[config.mk]
export PLATFORM = sky130hd
export DESIGN_NAME = tt_sweep_ctrl
export DESIGN_NICKNAME = d
export VERILOG_FILES = /design/src/rtl/tt_sweep_pkg.sv /design/src/rtl/tt_settle_timer.sv /design/src/rtl/tt_sweep_ctrl.sv
export SDC_FILE = /design/constraint.sdc
export NUM_CORES = 1
export LEC_CHECK = 0
export CAP_MARGIN = 5
export CORE_MARGIN = 2
export CORE_UTILIZATION = 30
export CTS_CLUSTER_DIAMETER = 60
export CTS_CLUSTER_SIZE = 10
export DETAILED_ROUTE_END_ITERATION = 8
export SETUP_SLACK_MARGIN = 0.02
export SYNTH_ARGS = -nofsm -noshare
export SYNTH_HDL_FRONTEND = slang
export SYNTH_HIERARCHICAL = 1
export SYNTH_SLANG_ARGS = --single-unit
export TNS_END_PERCENT = 100
[constraint.sdc]
create_clock -name clk -period 1.39 [get_ports clk]
set_input_delay 0.2085 -clock clk [delete_from_list [all_inputs] [get_ports clk]]
set_output_delay 0.2085 -clock clk [all_outputs]
set_load 0.02 [all_outputs]
[src/rtl/tt_sweep_pkg.sv]
// Shared types for the truth-table sweep controller: FSM encoding and table-width helper.
package tt_sweep_pkg;

    typedef enum logic [1:0] {
        ST_IDLE   = 2'd0,
        ST_DRIVE  = 2'd1,
        ST_SAMPLE = 2'd2,
        ST_DONE   = 2'd3
    } state_e;

    // Number of rows in the truth table of an n-input function.
    function automatic int tw(input int n);
        return 1 << n;
    endfunction

endpackage

[src/rtl/tt_settle_timer.sv]
// Loadable down-counter that times how long each input vector is held before sampling.
module tt_settle_timer #(
    parameter int CW = 1
) (
    input  logic          clk,
    input  logic          rst_n,
    input  logic          load_i,
    input  logic [CW-1:0] load_val_i,
    input  logic          dec_i,
    output logic          expired_o
);

    logic [CW-1:0] cnt_q;

    always_ff @(posedge clk or negedge rst_n) begin
        if (!rst_n) begin
            cnt_q <= '0;
        end else if (load_i) begin
            cnt_q <= load_val_i;
        end else if (dec_i && (cnt_q != '0)) begin
            cnt_q <= cnt_q - 1'b1;
        end
    end

    assign expired_o = (cnt_q == '0);

endmodule

[src/rtl/tt_sweep_ctrl.sv]
// Sweeps all 2**N_IN input vectors through a combinational function, builds its truth table
// and compares it against a golden word. Define TT_MISMATCH_EN for mismatch count/first-bad outputs.
module tt_sweep_ctrl
    import tt_sweep_pkg::*;
#(
    parameter int N_IN   = 3,
    parameter int SETTLE = 2
) (
    input  logic                  clk,
    input  logic                  rst_n,
    input  logic                  start,
    input  logic [tw(N_IN)-1:0]   golden,
    input  logic                  f_in,
    output logic [N_IN-1:0]       vec_out,
    output logic                  busy,
    output logic                  done,
    output logic [tw(N_IN)-1:0]   table_out,
    output logic                  pass
`ifdef TT_MISMATCH_EN
    ,
    output logic [N_IN:0]         mism_cnt,
    output logic [N_IN-1:0]       first_bad
`endif
);

    localparam int              TW       = tw(N_IN);
    localparam int              CW       = (SETTLE > 1) ? $clog2(SETTLE) : 1;
    localparam logic [N_IN-1:0] VEC_LAST = N_IN'(TW - 1);
    localparam logic [CW-1:0]   HOLD_VAL = CW'(SETTLE - 1);

    state_e          state_q, state_d;
    logic [N_IN-1:0] vec_q;
    logic [TW-1:0]   scratch_q;
    logic [TW-1:0]   golden_q;
    logic [TW-1:0]   table_q;
    logic            pass_q;
    logic            tmr_load, tmr_dec, tmr_expired;
    logic            accept, last_vec;

    tt_settle_timer #(.CW(CW)) u_timer (
        .clk        (clk),
        .rst_n      (rst_n),
        .load_i     (tmr_load),
        .load_val_i (HOLD_VAL),
        .dec_i      (tmr_dec),
        .expired_o  (tmr_expired)
    );

    assign accept   = (state_q == ST_IDLE) && start;
    assign last_vec = (vec_q == VEC_LAST);

    always_ff @(posedge clk or negedge rst_n) begin
        if (!rst_n) begin
            state_q <= ST_IDLE;
        end else begin
            state_q <= state_d;
        end
    end

    always_comb begin
        state_d  = state_q;
        tmr_load = 1'b0;
        tmr_dec  = 1'b0;
        case (state_q)
            ST_IDLE: begin
                if (start) begin
                    state_d  = ST_DRIVE;
                    tmr_load = 1'b1;
                end
            end
            ST_DRIVE: begin
                if (tmr_expired) begin
                    state_d = ST_SAMPLE;
                end else begin
                    tmr_dec = 1'b1;
                end
            end
            ST_SAMPLE: begin
                if (last_vec) begin
                    state_d = ST_DONE;
                end else begin
                    state_d  = ST_DRIVE;
                    tmr_load = 1'b1;
                end
            end
            ST_DONE: state_d = ST_IDLE;
            default: state_d = ST_IDLE;
        endcase
    end

    always_ff @(posedge clk or negedge rst_n) begin
        if (!rst_n) begin
            vec_q     <= '0;
            scratch_q <= '0;
            golden_q  <= '0;
            table_q   <= '0;
            pass_q    <= 1'b0;
        end else begin
            if (accept) begin
                golden_q  <= golden;
                vec_q     <= '0;
                scratch_q <= '0;
            end
            if (state_q == ST_SAMPLE) begin
                scratch_q[vec_q] <= f_in;
                if (!last_vec) begin
                    vec_q <= vec_q + 1'b1;
                end
            end
            if (state_q == ST_DONE) begin
                table_q <= scratch_q;
                pass_q  <= (scratch_q == golden_q);
            end
        end
    end

    // Vector is only driven while a sweep is actually exercising the datapath.
    assign vec_out   = ((state_q == ST_DRIVE) || (state_q == ST_SAMPLE)) ? vec_q : '0;
    assign busy      = (state_q != ST_IDLE);
    assign done      = (state_q == ST_DONE);
    assign table_out = table_q;
    assign pass      = pass_q;

`ifdef TT_MISMATCH_EN
    logic [TW-1:0]   diff;
    logic [N_IN:0]   mism_d, mism_q;
    logic [N_IN-1:0] first_d, first_q;
    logic            found;

    // Scan from the top so the last hit written is the lowest mismatching index.
    always_comb begin
        diff    = scratch_q ^ golden_q;
        mism_d  = '0;
        first_d = '0;
        found   = 1'b0;
        for (int i = TW - 1; i >= 0; i--) begin
            if (diff[i]) begin
                mism_d  = mism_d + 1'b1;
                first_d = N_IN'(i);
                found   = 1'b1;
            end
        end
        if (!found) begin
            first_d = '0;
        end
    end

    always_ff @(posedge clk or negedge rst_n) begin
        if (!rst_n) begin
            mism_q  <= '0;
            first_q <= '0;
        end else if (state_q == ST_DONE) begin
            mism_q  <= mism_d;
            first_q <= first_d;
        end
    end

    assign mism_cnt  = mism_q;
    assign first_bad = first_q;
`endif

endmodule
==> impl_metrics.csv <==
group,metric,value,unit
worst_setup_path,worstSetupStartpointType,"flop",
cts,cts_tree,"yes",
cells_and_area,antennaDiodeCount,0,
cts,root_buffer,"clkbuf_8",
yosys,yosysWarnings,6,
global_route,grt_max_degree,32,
worst_setup_path,max_stage_delay,0.39,ns
global_route,first_global_vias,1092,
yosys,postSynthCellCount,122,
yosys,synthTopCellsByArea,"dfrtp_1 (50%), mux2_2 (12%), ha_1 (5.7%), xor2_1 (4.6%), buf_6 (2.2%)",
cts,cts_hold_buf,0,
hold_path,hold_path.class,"input pin to async pin",
sta,fin_hold_ws,0.287,ns
cts,cts_made_buffers,5,
die,die_h,75.6,um
job,max_cap_violations,0,
cells_and_area,instances_no_fill,244,
cells_and_area,area_growth,48.6,%
worst_setup_path,r2r_setup_slack,0,ns
sta,grt_setup_unrepaired,"true",
cells_and_area,final_layout_size_suffix_gt1_share,46.0,%
global_route,antenna_found_initial,0,
global_route,grt_usage,12.1,%
cts,cts.clk_slew.worst_paths,0.07,ns
cts,clock_latency,0.28,ns
pwr,power_density,2150,nW/um2
detailed_routing,final_antenna_net_count,0,
cts,cts.sinks,31,
run_status,status,"complete, but fails checks",
worst_setup_path,cpMaxStageDelayCell,"dfrtp_1",
pwr,p_leak,0.00106,uW
place,place_inst,225,
yosys,yosysSeqAreaShare,50.5,%
sta,slew_viol_final,0,
sta,post-route-period-util,103,%
die,initial_utilization,30.7,%
yosys,synth_nets,141,
place,io_buffers,25,
die,row_count,26,
sta,period_needed,1.44,ns
worst_setup_path,cp_max_fo,3,
worst_setup_path,worstPathArrival,1.23,ns
cells_and_area,seqCellArea,776,um2
detailed_routing,vias,1131,
place,dp_hpwl,2.25,mm
cells_and_area,nFillCells,481,
worst_setup_path,path_class,"flop to primary output",
sta,max_freq,697,MHz
sta,setup_viol,3,
yosys,synth_top_area_share,50.5,%
detailed_routing,drt_wl_total,3.48,mm
worst_setup_path,r2r-end,"state_q[0]",
detailed_routing,vias_per_cell,4.64,
die,core,5010,um2
place,gp_congestion,0.816,
worst_setup_path,regToRegStartpoint,"state_q[1]",
detailed_routing,routedWlPerCell,14.3,um
detailed_routing,drt_iter0_markers,71,
sta,fin_skew,0.00429,ns
die,die_x,75.6,um
run_status,violations,"negative setup slack",
pwr,ir_drop,1.18,mV
cells_and_area,multiInputGateArea,842,um2
cells_and_area,final_core_util,45.6,%
cts,cts_buffer_depth,2,
worst_setup_path,cp-end-kind,"primary output",
die,dieArea,5710,um2
global_route,grt_first_pass_wirelength,5.13,mm
worst_setup_path,cp.required,1.18,ns
yosys,synthDistinctLibCells,35,
detailed_routing,first_pass_iters,4,
yosys,synth.avg_cell_area,12.6,um2
sta,hold_viol,0,
global_route,grt-ovfl-total,0,
cells_and_area,nNetsFinal,192,
yosys,synth_area,1540,um2
sta,setup_ws,-0.0454,ns
detailed_routing,drcViolationCount,0,
die,ios,26,
yosys,synth_top_area_cell,"dfrtp_1",
worst_setup_path,ff2ff_path_depth,4,
cts,htreeDepth,2,
yosys,ys_ff_latch,31,
worst_setup_path,worstPathCellList,"inv_2 -> ha_4 -> and2_4 -> buf_6",
==> power by group <==
group	leakage (uW)	internal, uW	switching (uW)
sequential	0.000403	1250	243
combinational	0.000613	1480	1270
clock	0.0000422	351	326
==> what timing repair did <==
| action | CTS | global route |
|---|---|---|
| cloned | 0 | 2 |
| resized for setup | 53 | 21 |
| pin swaps | 8 | 10 |
| endpoints found under the setup margin | 36 | 28 |
| buffers inserted | 4 | 5 |
==> Yosys cell counts, drive strengths merged <==
library cell and count:
a21oi 3, nor4 2, dfrtp 31, nand4b 2, a2bb2oi 1, a31o 1
buf 5, nor3b 2, mux2i 2, nor2b 2, nand2 7, o21ai 4
o311ai 2, mux2 16, o32a 1, a211oi 1, ha 7, o211ai 1
nand3 4, a22o 2, xor2 8, and2b 1, nand2b 2, nand4 1
and2 3, o41ai 2, inv 6, o31ai 2, conb 1
==> flip-flops by register name (all words and copies together), names as in the netlist <==
signal         flops
golden_q           8
pass               1
scratch_q          8
state_q            2
table_out          8
u_timer/cnt_q      1
vec_q              3
==> cell families after synthesis <==
group	after synthesis	synth area share [%]
adders and majority gates	7	5.70
DFF	31	50.5
xor gates and xnor gates	8	4.56
muxes	18	13.0
other	1	0.244
and+or+nand+nor	26	11.3
buffers and inverters	11	4.32
AOI/OAI and AO/OA	20	10.3
==> placed cells by master (no fill, tap or decap), types with 2 or more instances in the layout <==
cell type,Yosys,layout
nand2_1,6,5
mux2_2,16,15
inv_1,5,3
nand3_1,4,4
nand2_8,0,2
and2_4,0,3
xor2_1,8,8
a21oi_2,0,2
nor3b_2,2,2
o21ai_0,4,3
a22o_1,2,2
o41ai_1,2,2
buf_8,0,2
buf_6,3,8
dlygate4sd2_1,0,9
nand2b_4,1,2
buf_4,0,15
mux2i_1,2,2
clkbuf_1,0,2
clkdlybuf4s50_1,0,10
nand4b_1,2,2
nor4_1,2,2
dfrtp_1,31,31
ha_4,0,5
clkbuf_8,0,5
o31ai_2,1,2
inv_2,1,3
==> area by class of cell <==
class | instances | area share [%]
clock buffer | 7 | 3.34
clock inverter | 1 | 0.219
inverter | 6 | 0.986
multi-input combinational | 81 | 36.9
sequential | 31 | 34.0
tap | 70 | 3.84
timing repair buffer | 48 | 20.8
==> layer usage <==
layer  track usage (%)  vias to the layer above  wire [um]
li1                  -                      542          -
met1              14.5                      553       1590
met2              20.5                       27       1670
met3              2.51                        9        147
met4              6.24                        0         75
met5                 0                        -          0
==> worst max path at each step <==
| stage | start | endpoint | slack (ns) |
|---|---|---|---|
| floorplan | vec_q[0] | vec_q[1] | 0.03 |
| global placement | state_q[0] | vec_out[1] | -0.19 |
| detailed placement | state_q[0] | vec_out[1] | -0.25 |
| CTS | state_q[0] | vec_out[2] | -0.05 |
| global route | state_q[0] | vec_out[1] | -0.09 |
| finish | state_q[0] | vec_out[2] | -0.05 |
==> worst max-delay path, delay by kind of cell (launching register included) <==
kind                     cells  cell delay, ns
adder cells (fa/ha/maj)      1            0.20
buffers and inverters        2            0.21
flip-flops                   1            0.39
AND/OR/NAND/NOR              1            0.13
==> through the flow <==
step | setup TNS (ns) | setup WS, ns | total power (uW) | cell area (um2)
after CTS | -0.158 | -0.0536 | 4480 | 2110
after global placement | -1.56 | -0.193 | 3460 | 1940
after global routing | -0.453 | -0.0945 | 5200 | 2280
after detailed placement | -2.89 | -0.251 | 3560 | 1940
after floorplan | 0 | 0.0318 | 2800 | 1540
final | -0.134 | -0.0454 | 4910 | 2280
(Power assumes the default switching activity.)
